===== src/rtl/multicycle_control.sv =====
// Main control FSM of the multi-cycle datapath: fetch/decode/execute/memory/write-back sequencing.
// Moore outputs are registered alongside state; IRWrite/PCWrite in FETCH and illegal_op are input-qualified.
module multicycle_control (
  input  logic       clk,
  input  logic       rst,
  input  logic [5:0] opcode,
  input  logic       mem_ready,
  output logic [1:0] ALUOp,
  output logic       ALUSrcA,
  output logic [1:0] ALUSrcB,
  output logic [1:0] PCSource,
  output logic       PCWrite,
  output logic       PCWriteCond,
  output logic       IorD,
  output logic       MemRead,
  output logic       MemWrite,
  output logic       IRWrite,
  output logic       MemtoReg,
  output logic       RegDst,
  output logic       RegWrite,
  output logic [3:0] state,
  output logic       illegal_op
);

  localparam logic [5:0] OP_RTYPE = 6'b000000;
  localparam logic [5:0] OP_LW    = 6'b100011;
  localparam logic [5:0] OP_SW    = 6'b101011;
  localparam logic [5:0] OP_BEQ   = 6'b000100;
  localparam logic [5:0] OP_J     = 6'b000010;
  localparam logic [5:0] OP_ADDI  = 6'b001000;

  typedef enum logic [3:0] {
    S_FETCH  = 4'd0,
    S_DECODE = 4'd1,
    S_MEMADR = 4'd2,
    S_MEMRD  = 4'd3,
    S_MEMWB  = 4'd4,
    S_MEMWR  = 4'd5,
    S_EXEC   = 4'd6,
    S_RWB    = 4'd7,
    S_BRANCH = 4'd8,
    S_JUMP   = 4'd9,
    S_ADDIEX = 4'd10,
    S_ADDIWB = 4'd11
  } state_t;

  typedef struct packed {
    logic [1:0] alu_op;
    logic       alu_src_a;
    logic [1:0] alu_src_b;
    logic [1:0] pc_source;
    logic       pc_write;
    logic       pc_write_cond;
    logic       iord;
    logic       mem_read;
    logic       mem_write;
    logic       mem_to_reg;
    logic       reg_dst;
    logic       reg_write;
  } ctl_t;

  state_t state_q;
  state_t state_nxt;
  ctl_t   ctl_q;
  logic   legal_op;

  // Pure Moore decode; loaded with the next state's value so outputs are registered.
  function automatic ctl_t decode(state_t s);
    ctl_t c;
    c = '0;
    case (s)
      S_FETCH: begin
        c.mem_read  = 1'b1;
        c.alu_src_b = 2'b01;
      end
      S_DECODE: c.alu_src_b = 2'b11;
      S_MEMADR: begin
        c.alu_src_a = 1'b1;
        c.alu_src_b = 2'b10;
      end
      S_MEMRD: begin
        c.mem_read = 1'b1;
        c.iord     = 1'b1;
      end
      S_MEMWB: begin
        c.mem_to_reg = 1'b1;
        c.reg_write  = 1'b1;
      end
      S_MEMWR: begin
        c.mem_write = 1'b1;
        c.iord      = 1'b1;
      end
      S_EXEC: begin
        c.alu_src_a = 1'b1;
        c.alu_op    = 2'b10;
      end
      S_RWB: begin
        c.reg_dst   = 1'b1;
        c.reg_write = 1'b1;
      end
      S_BRANCH: begin
        c.alu_src_a     = 1'b1;
        c.alu_op        = 2'b01;
        c.pc_write_cond = 1'b1;
        c.pc_source     = 2'b01;
      end
      S_JUMP: begin
        c.pc_write  = 1'b1;
        c.pc_source = 2'b10;
      end
      S_ADDIEX: begin
        c.alu_src_a = 1'b1;
        c.alu_src_b = 2'b10;
      end
      S_ADDIWB: c.reg_write = 1'b1;
      default: c = '0;
    endcase
    return c;
  endfunction

  assign legal_op = (opcode == OP_RTYPE) || (opcode == OP_LW) || (opcode == OP_SW) ||
                    (opcode == OP_BEQ) || (opcode == OP_J) || (opcode == OP_ADDI);

  always_comb begin
    state_nxt = S_FETCH;
    case (state_q)
      S_FETCH:  state_nxt = mem_ready ? S_DECODE : S_FETCH;
      S_DECODE: begin
        case (opcode)
          OP_LW, OP_SW: state_nxt = S_MEMADR;
          OP_RTYPE:     state_nxt = S_EXEC;
          OP_BEQ:       state_nxt = S_BRANCH;
          OP_J:         state_nxt = S_JUMP;
          OP_ADDI:      state_nxt = S_ADDIEX;
          default:      state_nxt = S_FETCH;
        endcase
      end
      S_MEMADR: state_nxt = (opcode == OP_LW) ? S_MEMRD : S_MEMWR;
      S_MEMRD:  state_nxt = mem_ready ? S_MEMWB : S_MEMRD;
      S_MEMWR:  state_nxt = mem_ready ? S_FETCH : S_MEMWR;
      S_EXEC:   state_nxt = S_RWB;
      S_ADDIEX: state_nxt = S_ADDIWB;
      default:  state_nxt = S_FETCH;
    endcase
  end

  always_ff @(posedge clk) begin
    if (rst) begin
      state_q <= S_FETCH;
      ctl_q   <= decode(S_FETCH);
    end else begin
      state_q <= state_nxt;
      ctl_q   <= decode(state_nxt);
    end
  end

  // Reset gates every output combinationally so nothing fires during an aborted instruction.
  assign ALUOp       = rst ? 2'b00 : ctl_q.alu_op;
  assign ALUSrcA     = !rst && ctl_q.alu_src_a;
  assign ALUSrcB     = rst ? 2'b00 : ctl_q.alu_src_b;
  assign PCSource    = rst ? 2'b00 : ctl_q.pc_source;
  assign PCWriteCond = !rst && ctl_q.pc_write_cond;
  assign IorD        = !rst && ctl_q.iord;
  assign MemRead     = !rst && ctl_q.mem_read;
  assign MemWrite    = !rst && ctl_q.mem_write;
  assign MemtoReg    = !rst && ctl_q.mem_to_reg;
  assign RegDst      = !rst && ctl_q.reg_dst;
  assign RegWrite    = !rst && ctl_q.reg_write;
  assign IRWrite     = !rst && (state_q == S_FETCH) && mem_ready;
  assign PCWrite     = !rst && (ctl_q.pc_write || ((state_q == S_FETCH) && mem_ready));
  assign illegal_op  = !rst && (state_q == S_DECODE) && !legal_op;
  assign state       = rst ? 4'd0 : state_q;

endmodule

===== config.mk =====
export PLATFORM = sky130hd
export DESIGN_NAME = multicycle_control
export DESIGN_NICKNAME = d
export VERILOG_FILES = /design/src/rtl/multicycle_control.sv
export SDC_FILE = /design/constraint.sdc
export NUM_CORES = 1
export LEC_CHECK = 0
export BUFFER_PORTS_ARGS = -buffer_cell sky130_fd_sc_hd__buf_2
export CAP_MARGIN = 20
export CORE_ASPECT_RATIO = 0.8
export CORE_MARGIN = 10
export CORE_UTILIZATION = 53
export CTS_CLUSTER_SIZE = 10
export DETAILED_ROUTE_END_ITERATION = 16
export PLACE_DENSITY = 0.82
export REMOVE_ABC_BUFFERS = 1
export SLEW_MARGIN = 0
export SYNTH_ARGS = -nofsm -noshare
export SYNTH_HDL_FRONTEND = slang
export SYNTH_SLANG_ARGS = --single-unit

===== constraint.sdc =====
create_clock -name clk -period 5.25 [get_ports clk]
set_input_delay 0.525 -clock clk [delete_from_list [all_inputs] [get_ports clk]]
set_output_delay 0.525 -clock clk [all_outputs]
set_load 0.03 [all_outputs]

# After elaboration in Yosys (flattened, before gate mapping)
# Cells that the tools add are included.
dict set report totals {
  word_cells 88
  register_bits 19
  output_inout_bits 21
}
dict set report classes {
  eq_ne 22
  reduce_logical 31
  n_mux 22
}
# cell n
set op_table {}
lappend op_table {{one-hot mux 4 bit (7 select lines)} 1}
lappend op_table {{== test 4 x 3 -> 1 bit, second input constant} 6}
lappend op_table {{== test 4 bit, second input constant} 5}
lappend op_table {{one-hot mux 4 bit (5 select lines)} 1}
lappend op_table {{== test 4 x 2 -> 1 bit, second input constant} 4}
lappend op_table {{logical AND 1 bit} 14}
lappend op_table {{== test 6 bit, second input constant} 2}
lappend op_table {{two-way mux 1 bit} 10}
lappend op_table {{two-way mux 3 bit} 3}
lappend op_table {{== test 4 x 1 -> 1 bit, second input constant} 2}
lappend op_table {{zero test 4 bit} 2}
lappend op_table {{one-hot mux 2 bit (2 select lines)} 2}
lappend op_table {{OR reduction 2 bit} 4}
lappend op_table {{== test 6 x 2 -> 1 bit, second input constant} 1}
lappend op_table {{== test 6 x 3 -> 1 bit, second input constant} 1}
lappend op_table {{== test 6 x 4 -> 1 bit, second input constant} 1}
lappend op_table {{zero test 6 bit} 1}
lappend op_table {{logical OR 1 bit} 6}
lappend op_table {{two-way mux 2 bit} 3}
lappend op_table {{one-hot mux 2 bit (3 select lines)} 1}
lappend op_table {{two-way mux 4 bit} 1}
lappend op_table {{OR reduction 4 bit} 1}
lappend op_table {{OR reduction 3 bit} 1}
lappend op_table {{zero test 1 bit} 2}

# Longest topological paths before layout
# Gate-level depths: netlist of the first run.
dict set report depth {
  word_depth 8
  ltp_mapped 7
}

# Worst setup path before layout of the first run
# No wires, ideal clock.
dict set report synth_path {
  kind {input to output}
  startpoint {in opcode[2]}
  endpoint {out illegal_op}
  path_slack_ns 2.951
  cell_stages 5
  path_buffers 1
  required_time_ns 4.725
  arrival_time_ns 1.774
  cell_sequence {clkbuf_2 -> xor2_1 -> o211ai_1 -> o31ai_1 -> nor3_1}
}
dict set report synth_via {
  elab_chain_len 8
  elab_cells_between_ends 13
  cone_classes {eq/ne: 5; reduce/logical: 8}
}
# item line
set synth_lines {}
lappend synth_lines {{start: declaration} 6} ;# input logic [5:0] opcode,
lappend synth_lines {{== test 6 bit / zero test 6 bit (equally long branches)} 121} ;# assign legal_op = (opcode == OP_RTYPE) || (opcode == OP_LW) || (opcode == OP_SW) ||
lappend synth_lines {{logical OR 1 bit (3 in series)} 121}
lappend synth_lines {{logical OR 1 bit} 122} ;# (opcode == OP_BEQ) || (opcode == OP_J) || (opcode == OP_ADDI);
lappend synth_lines {{logical OR 1 bit *} 122}
lappend synth_lines {{zero test 1 bit *} 171} ;# assign illegal_op = !rst && (state_q == S_DECODE) && !legal_op;
lappend synth_lines {{logical AND 1 bit *} 171}
lappend synth_lines {{end: declaration} 22} ;# output logic illegal_op
# Every way passes the cells marked *; elsewhere a longest branch is shown, timed or not.

# Worst setup path after layout of the first run
dict set report layout_path {
  startpoint {in opcode[5]}
  endpoint {out illegal_op}
}
# Same word-level chain as after synthesis.

==> impl_metrics.toml, run 1 <==
[global_route]
grt_max_degree = 29
antenna_found_initial = 0
grt_usage_pct = 11.4
grt_overflow_total = 0
grt_pass1_wl_um = 3580
grt_pass1_vias = 818

[timing]
fin_crit_sh_pct = 46.1
clock.fmax_mhz = 413
slew_headroom_pct = 62.2
drv_slew = 0
worstMarginPinSlew_ns = 0.552
hold_slack_ns = 0.628
rsz0062_at_grt = "no"
setup_tns_ns = 0
finClkSkew_ns = 0.00110
setup-violations-final = 0
final-hold-violation-count = 0
period_needed_ns = 2.42

[finish]
nets = 146
syn2layout_area_growth_pct = 14.6
n_antenna_cell = 0
fillers = 153
drive_gt1_share_pct = 30.9
layout_common_cells = "buf_2 (29), nor2b_1 (18), dfxtp_1 (17)"
final_common_cell = "buf_2"
utilization_pct = 66.3

[routing]
drtIter0Drc = 6
firstDrtPassIters = 4
postRouteAntennaNets = 0
drc = 0
wirelength_um = 2270
num_vias = 864
wl_per_cell_um = 14.4
via_per_inst = 5.47

[clock_network]
clockRootBuffer = "clkbuf_4"
h-tree-depth = 1
post_cts.repair.setup_buffers = 0
postCtsResizedCells = 0
hold_buffers = 0
clock_sinks = 17
cts_inserted_buffers = 3
clk_latency_ns = 0.29
clk_path_buf_depth = 2
cts_tree = "built"
clkTransAtPathRegs_ns = 0.10

[yosys]
synth_top_area_cell = "dfxtp_1"
syn_area_per_cell_um2 = 8.58
netlist_instances = 113
yosysSeqAreaShare_pct = 35.1
synth_edf_count = 0
synth_top_area_share_pct = 35.1
synth-async-reset-ratio_pct = 0
ys_top_cells_by_area = "dfxtp_1 (35%), nor2b_1 (12%), nor2_1 (4.6%)"
synth.distinct_cells = 45
synth_ff_type = "dfxtp_1"
ys_warn_count = 0
syn-cell-area_um2 = 970
synth_seq_cells = 17

[power]
ir_drop_uv = 129
powerDensity_nw_per_um2 = 217
p_leak_uw = 0.000508

[floorplan]
dieArea_um2 = 3950
die_h_um = 58.3
die_w_um = 67.8
coreArea_um2 = 1680
start_util_pct = 57.9
ios = 30
fp-row-count = 13

[place]
portBuffers = 29
dp_hpwl_um = 1760
place.gp.congestion = 0.935

[min_path]
holdCritPathClass = "register to register"

[job]
cap_violations = 0

[setup_path]
worstSetupEndpointType = "primary output"
rr_worst_depth = 5
arrival_ns = 1.89
path_max_fanout = 5
rrSetupSlack_ns = 3.27
worstPathRequired_ns = 4.72
worst_setup_path_start_kind = "input pin"
crit_end = "illegal_op"
cp-startpoint = "opcode[5]"
r2r_start = "state_q[0]$_SDFF_PP0_"
worstSetupPathType = "input pin to primary output"
rr_endpoint = "ctl_q[11]$_SDFF_PP0_"

[outcome]
status = "complete, no violations"
[worst max-delay path: stages]
cell     delay [ns]
buf_2          0.13
or3_1          0.43
nor2_1         0.20
nor2_1         0.09
o31ai_1        0.24
nor3_1         0.08
buf_2          0.20
[logic make-up after synthesis]
kind of cell	Yosys count	synth area share [%]
flip-flops	17	35.1
AO/OA/AOI/OAI	20	18.2
AND/OR/NAND/NOR	61	37.8
XOR/XNOR	2	1.81
buffers and inverters	13	7.10
[worst min-delay path by stage]
| stage | start | endpoint | slack (ns) | cells after the start |
|---|---|---|---|---|
| floorplan | state_q[3]$_SDFF_PP0_ | ctl_q[0]$_SDFF_PP0_ | 0.53 | 2 |
| detailed placement | state_q[3]$_SDFF_PP0_ | ctl_q[0]$_SDFF_PP0_ | 0.61 | 2 |
| finish | state_q[3]$_SDFF_PP0_ | ctl_q[0]$_SDFF_PP0_ | 0.63 | 2 |
| global placement | state_q[3]$_SDFF_PP0_ | ctl_q[0]$_SDFF_PP0_ | 0.61 | 2 |
| global route | opcode[4] | ctl_q[14]$_SDFF_PP0_ | 0.70 | 3 |
| CTS | state_q[3]$_SDFF_PP0_ | ctl_q[0]$_SDFF_PP0_ | 0.63 | 2 |
[routing by layer]
metal  up-vias  GRT usage, %  wire [um]
met5         -             0          0
li1        441             -          -
met1       394          13.2        997
met3         4          4.61        207
met2        25          19.1       1050
met4         0          2.58         22
[sequential cells by signal, summed over array words and instances, names as in the netlist]
signal   flops
ctl_q       13
state_q      4
[synth_stat cells, drive strengths merged, types with 2 or more instances]
cell type and n:
dfxtp 17, nand2b 2, or2b 2, a21o 2, xor2 2, inv 3, a21oi 2, and3 4
nor4 2, buf 7, clkbuf 3, nand3 3, a31oi 2, a211oi 2, nor3 6, and2 3
o21ai 2, nand2 2, a32o 2, a2111oi 2, nor2b 18, nor2 13
[final cells by class]
class | count | area [um2] | area share (%)
clock buffer | 4 | 26.3 | 2.36
inverter | 3 | 11.3 | 1.01
multi-input combinational | 83 | 561 | 50.5
sequential | 17 | 340 | 30.6
tap | 22 | 27.5 | 2.48
timing repair buffer | 29 | 145 | 13.1
[power by group]
| part | switching (uW) | internal [uW] | total [uW] |
|---|---|---|---|
| Combinational | 24.5 | 12.5 | 37.0 |
| Clock | 41.5 | 29.6 | 71.1 |
| Sequential | 1.76 | 131 | 133 |
| Total | 67.8 | 173 | 241 |
[metrics by stage]
stage | total power [uW] | setup WS [ns] | std cells | cell area, um2
after floorplan | 157 | 2.99 | 103 | 912
after detailed placement | 173 | 2.85 | 154 | 1080
after CTS | 241 | 2.84 | 158 | 1110
final | 241 | 2.83 | 158 | 1110
after global placement | 171 | 3.00 | 154 | 1080
after global routing | 248 | 2.74 | 158 | 1110
No activity file was read; power rests on OpenSTA's default activity.
==> run 2, diff against run 1 <==
--- a/config.mk
+++ b/config.mk
@@ -9,10 +9,10 @@
 export CAP_MARGIN = 20
 export CORE_ASPECT_RATIO = 0.8
 export CORE_MARGIN = 10
-export CORE_UTILIZATION = 53
+export CORE_UTILIZATION = 45
 export CTS_CLUSTER_SIZE = 10
 export DETAILED_ROUTE_END_ITERATION = 16
-export PLACE_DENSITY = 0.82
+export PLACE_DENSITY = 0.74
 export REMOVE_ABC_BUFFERS = 1
 export SLEW_MARGIN = 0
 export SYNTH_ARGS = -nofsm -noshare
==> constraint.sdc (replaced) <==
create_clock -name clk -period 2 [get_ports clk]
set_input_delay 0.2 -clock clk [delete_from_list [all_inputs] [get_ports clk]]
set_output_delay 0.2 -clock clk [all_outputs]
set_load 0.03 [all_outputs]
==> impl_metrics.toml, run 2 (synthesis results as in run 1) <==
[outcome]
status = "complete, no violations"

[timing]
clock.fmax_mhz = 516
period_needed_ns = 1.94
drv_slew = 0
slew_headroom_pct = 66.9
finClkSkew_ns = 0.00529
fin_crit_sh_pct = 97.0
worstMarginPinSlew_ns = 0.483
setup-violations-final = 0
setup_slack_ns = 0.0609
final-hold-violation-count = 0

[power]
powerDensity_nw_per_um2 = 549
p_int_uw = 457
clkPwrFrac_pct = 28.7
sequentialPowerShare_pct = 54.9
combPwrFrac_pct = 16.5
switching_share_pct = 27.5
p_leak_uw = 0.000533
net-switching-power_uw = 174
ir_drop_uv = 507

[finish]
stdcell_count = 164
final_common_cell = "buf_2"
n_antenna_cell = 0
reg_top3 = "ctl_q x13, state_q x4"
syn2layout_area_growth_pct = 18.6
largest_reg_flops = 13
fillers = 195
multiInputGateArea_um2 = 567
largest-register = "ctl_q"
layout_common_cells = "buf_2 (29), nor2b_1 (18), dfxtp_1 (17)"
drive_gt1_share_pct = 32.9
ff_latch_area_um2 = 340
nets = 150

[setup_path]
worst_setup_path_start_kind = "register"
worstSetupEndpointType = "register"
worstSetupPathType = "register to register"
worstPathRequired_ns = 2.19
path_max_fanout = 9
arrival_ns = 2.13

[clock_network]
clk_path_buf_depth = 2
clock_sinks = 17
clkTransAtPathRegs_ns = 0.10
h-tree-depth = 1
clockRootBuffer = "clkbuf_4"
cts_inserted_buffers = 3
clk_latency_ns = 0.29
cts_tree = "built"

[floorplan]
die_w_um = 71.9
dieArea_um2 = 4420
coreArea_um2 = 1960
ios = 30
start_util_pct = 49.4
die_h_um = 61.5
fp-row-count = 14

[routing]
drtIter0Drc = 33
via_per_inst = 5.51
drc = 0
wl_per_cell_um = 14.5
firstDrtPassIters = 4
wirelength_um = 2380
postRouteAntennaNets = 0
num_vias = 903

[place]
dp_hpwl_um = 1870
place_inst = 160
portBuffers = 29
place.gp.congestion = 0.851
place_ws_ns = 0.113

[global_route]
grt_max_degree = 17
grt_usage_pct = 11.1
grt_pass1_vias = 882
grt_pass1_wl_um = 3930
antenna_found_initial = 0
grt_overflow_total = 0

[job]
cap_violations = 0

[min_path]
holdCritPathClass = "input pin to register"
run 2: metrics by stage:
stage / hold WS [ns] / util (%) / area, um2 / TNS (ns) / total power (uW)
2_1_floorplan: 0.272 / - / 912 / 0 / 412
5_1_grt: 0.314 / 58.6 / 1150 / -0.0281 / 660
6_report: 0.284 / 58.6 / 1150 / 0 / 631
3_5_place_dp: 0.592 / 57.0 / 1120 / 0 / 457
3_3_place_gp: 0.594 / 57.0 / 1120 / 0 / 455
4_1_cts: 0.293 / 58.3 / 1140 / 0 / 634
run 2: timing repair:
| action | in CTS | in global routing |
|---|---|---|
| resized for setup | 0 | 1 |
| hold buffers | 0 | 0 |
| endpoints found under the setup margin | 0 | 4 |
| buffers inserted | 0 | 0 |
run 2: metal layers:
layer | vias to the layer above | routed length, um | track usage [%]
met4 | 0 | 38 | 4.41
met1 | 404 | 1020 | 12.2
met3 | 6 | 244 | 5.31
met2 | 42 | 1080 | 18.2
li1 | 451 | - | -
met5 | - | 0 | 0
run 2: worst max-delay path: stages (launching register included):
cell	delay, ns
dfxtp_1	0.41
or4b_4	0.57
nor4_1	0.24
a31oi_1	0.21
and2_1	0.21
a31o_1	0.20
run 2: final timing paths:
path                                             from                    to  slack (ns)  depth (start not counted)
worst min register to register  state_q[3]$_SDFF_PP0_   ctl_q[0]$_SDFF_PP0_        0.62                          2
worst min-delay path                              rst   ctl_q[0]$_SDFF_PP0_        0.28                          2
worst max-delay path            state_q[3]$_SDFF_PP0_  ctl_q[11]$_SDFF_PP0_        0.06                          5
worst max register to register  state_q[3]$_SDFF_PP0_  ctl_q[11]$_SDFF_PP0_        0.06                          5
run 2: power groups by stage:
stage,registers (uW),logic (uW),clock network [uW]
after CTS,346,104,184
after detailed placement,354,104,0
final,346,104,181
after global routing,347,114,200
after floorplan,355,56.9,0
after global placement,354,101,0
run 2: cell type report:
class / instances / area share (%)
Clock buffer: 4 / 2.29
Inverter: 3 / 0.979
Multi-Input combinational cell: 83 / 49.3
Sequential cell: 17 / 29.6
Tap cell: 24 / 2.61
Timing Repair Buffer: 33 / 15.2
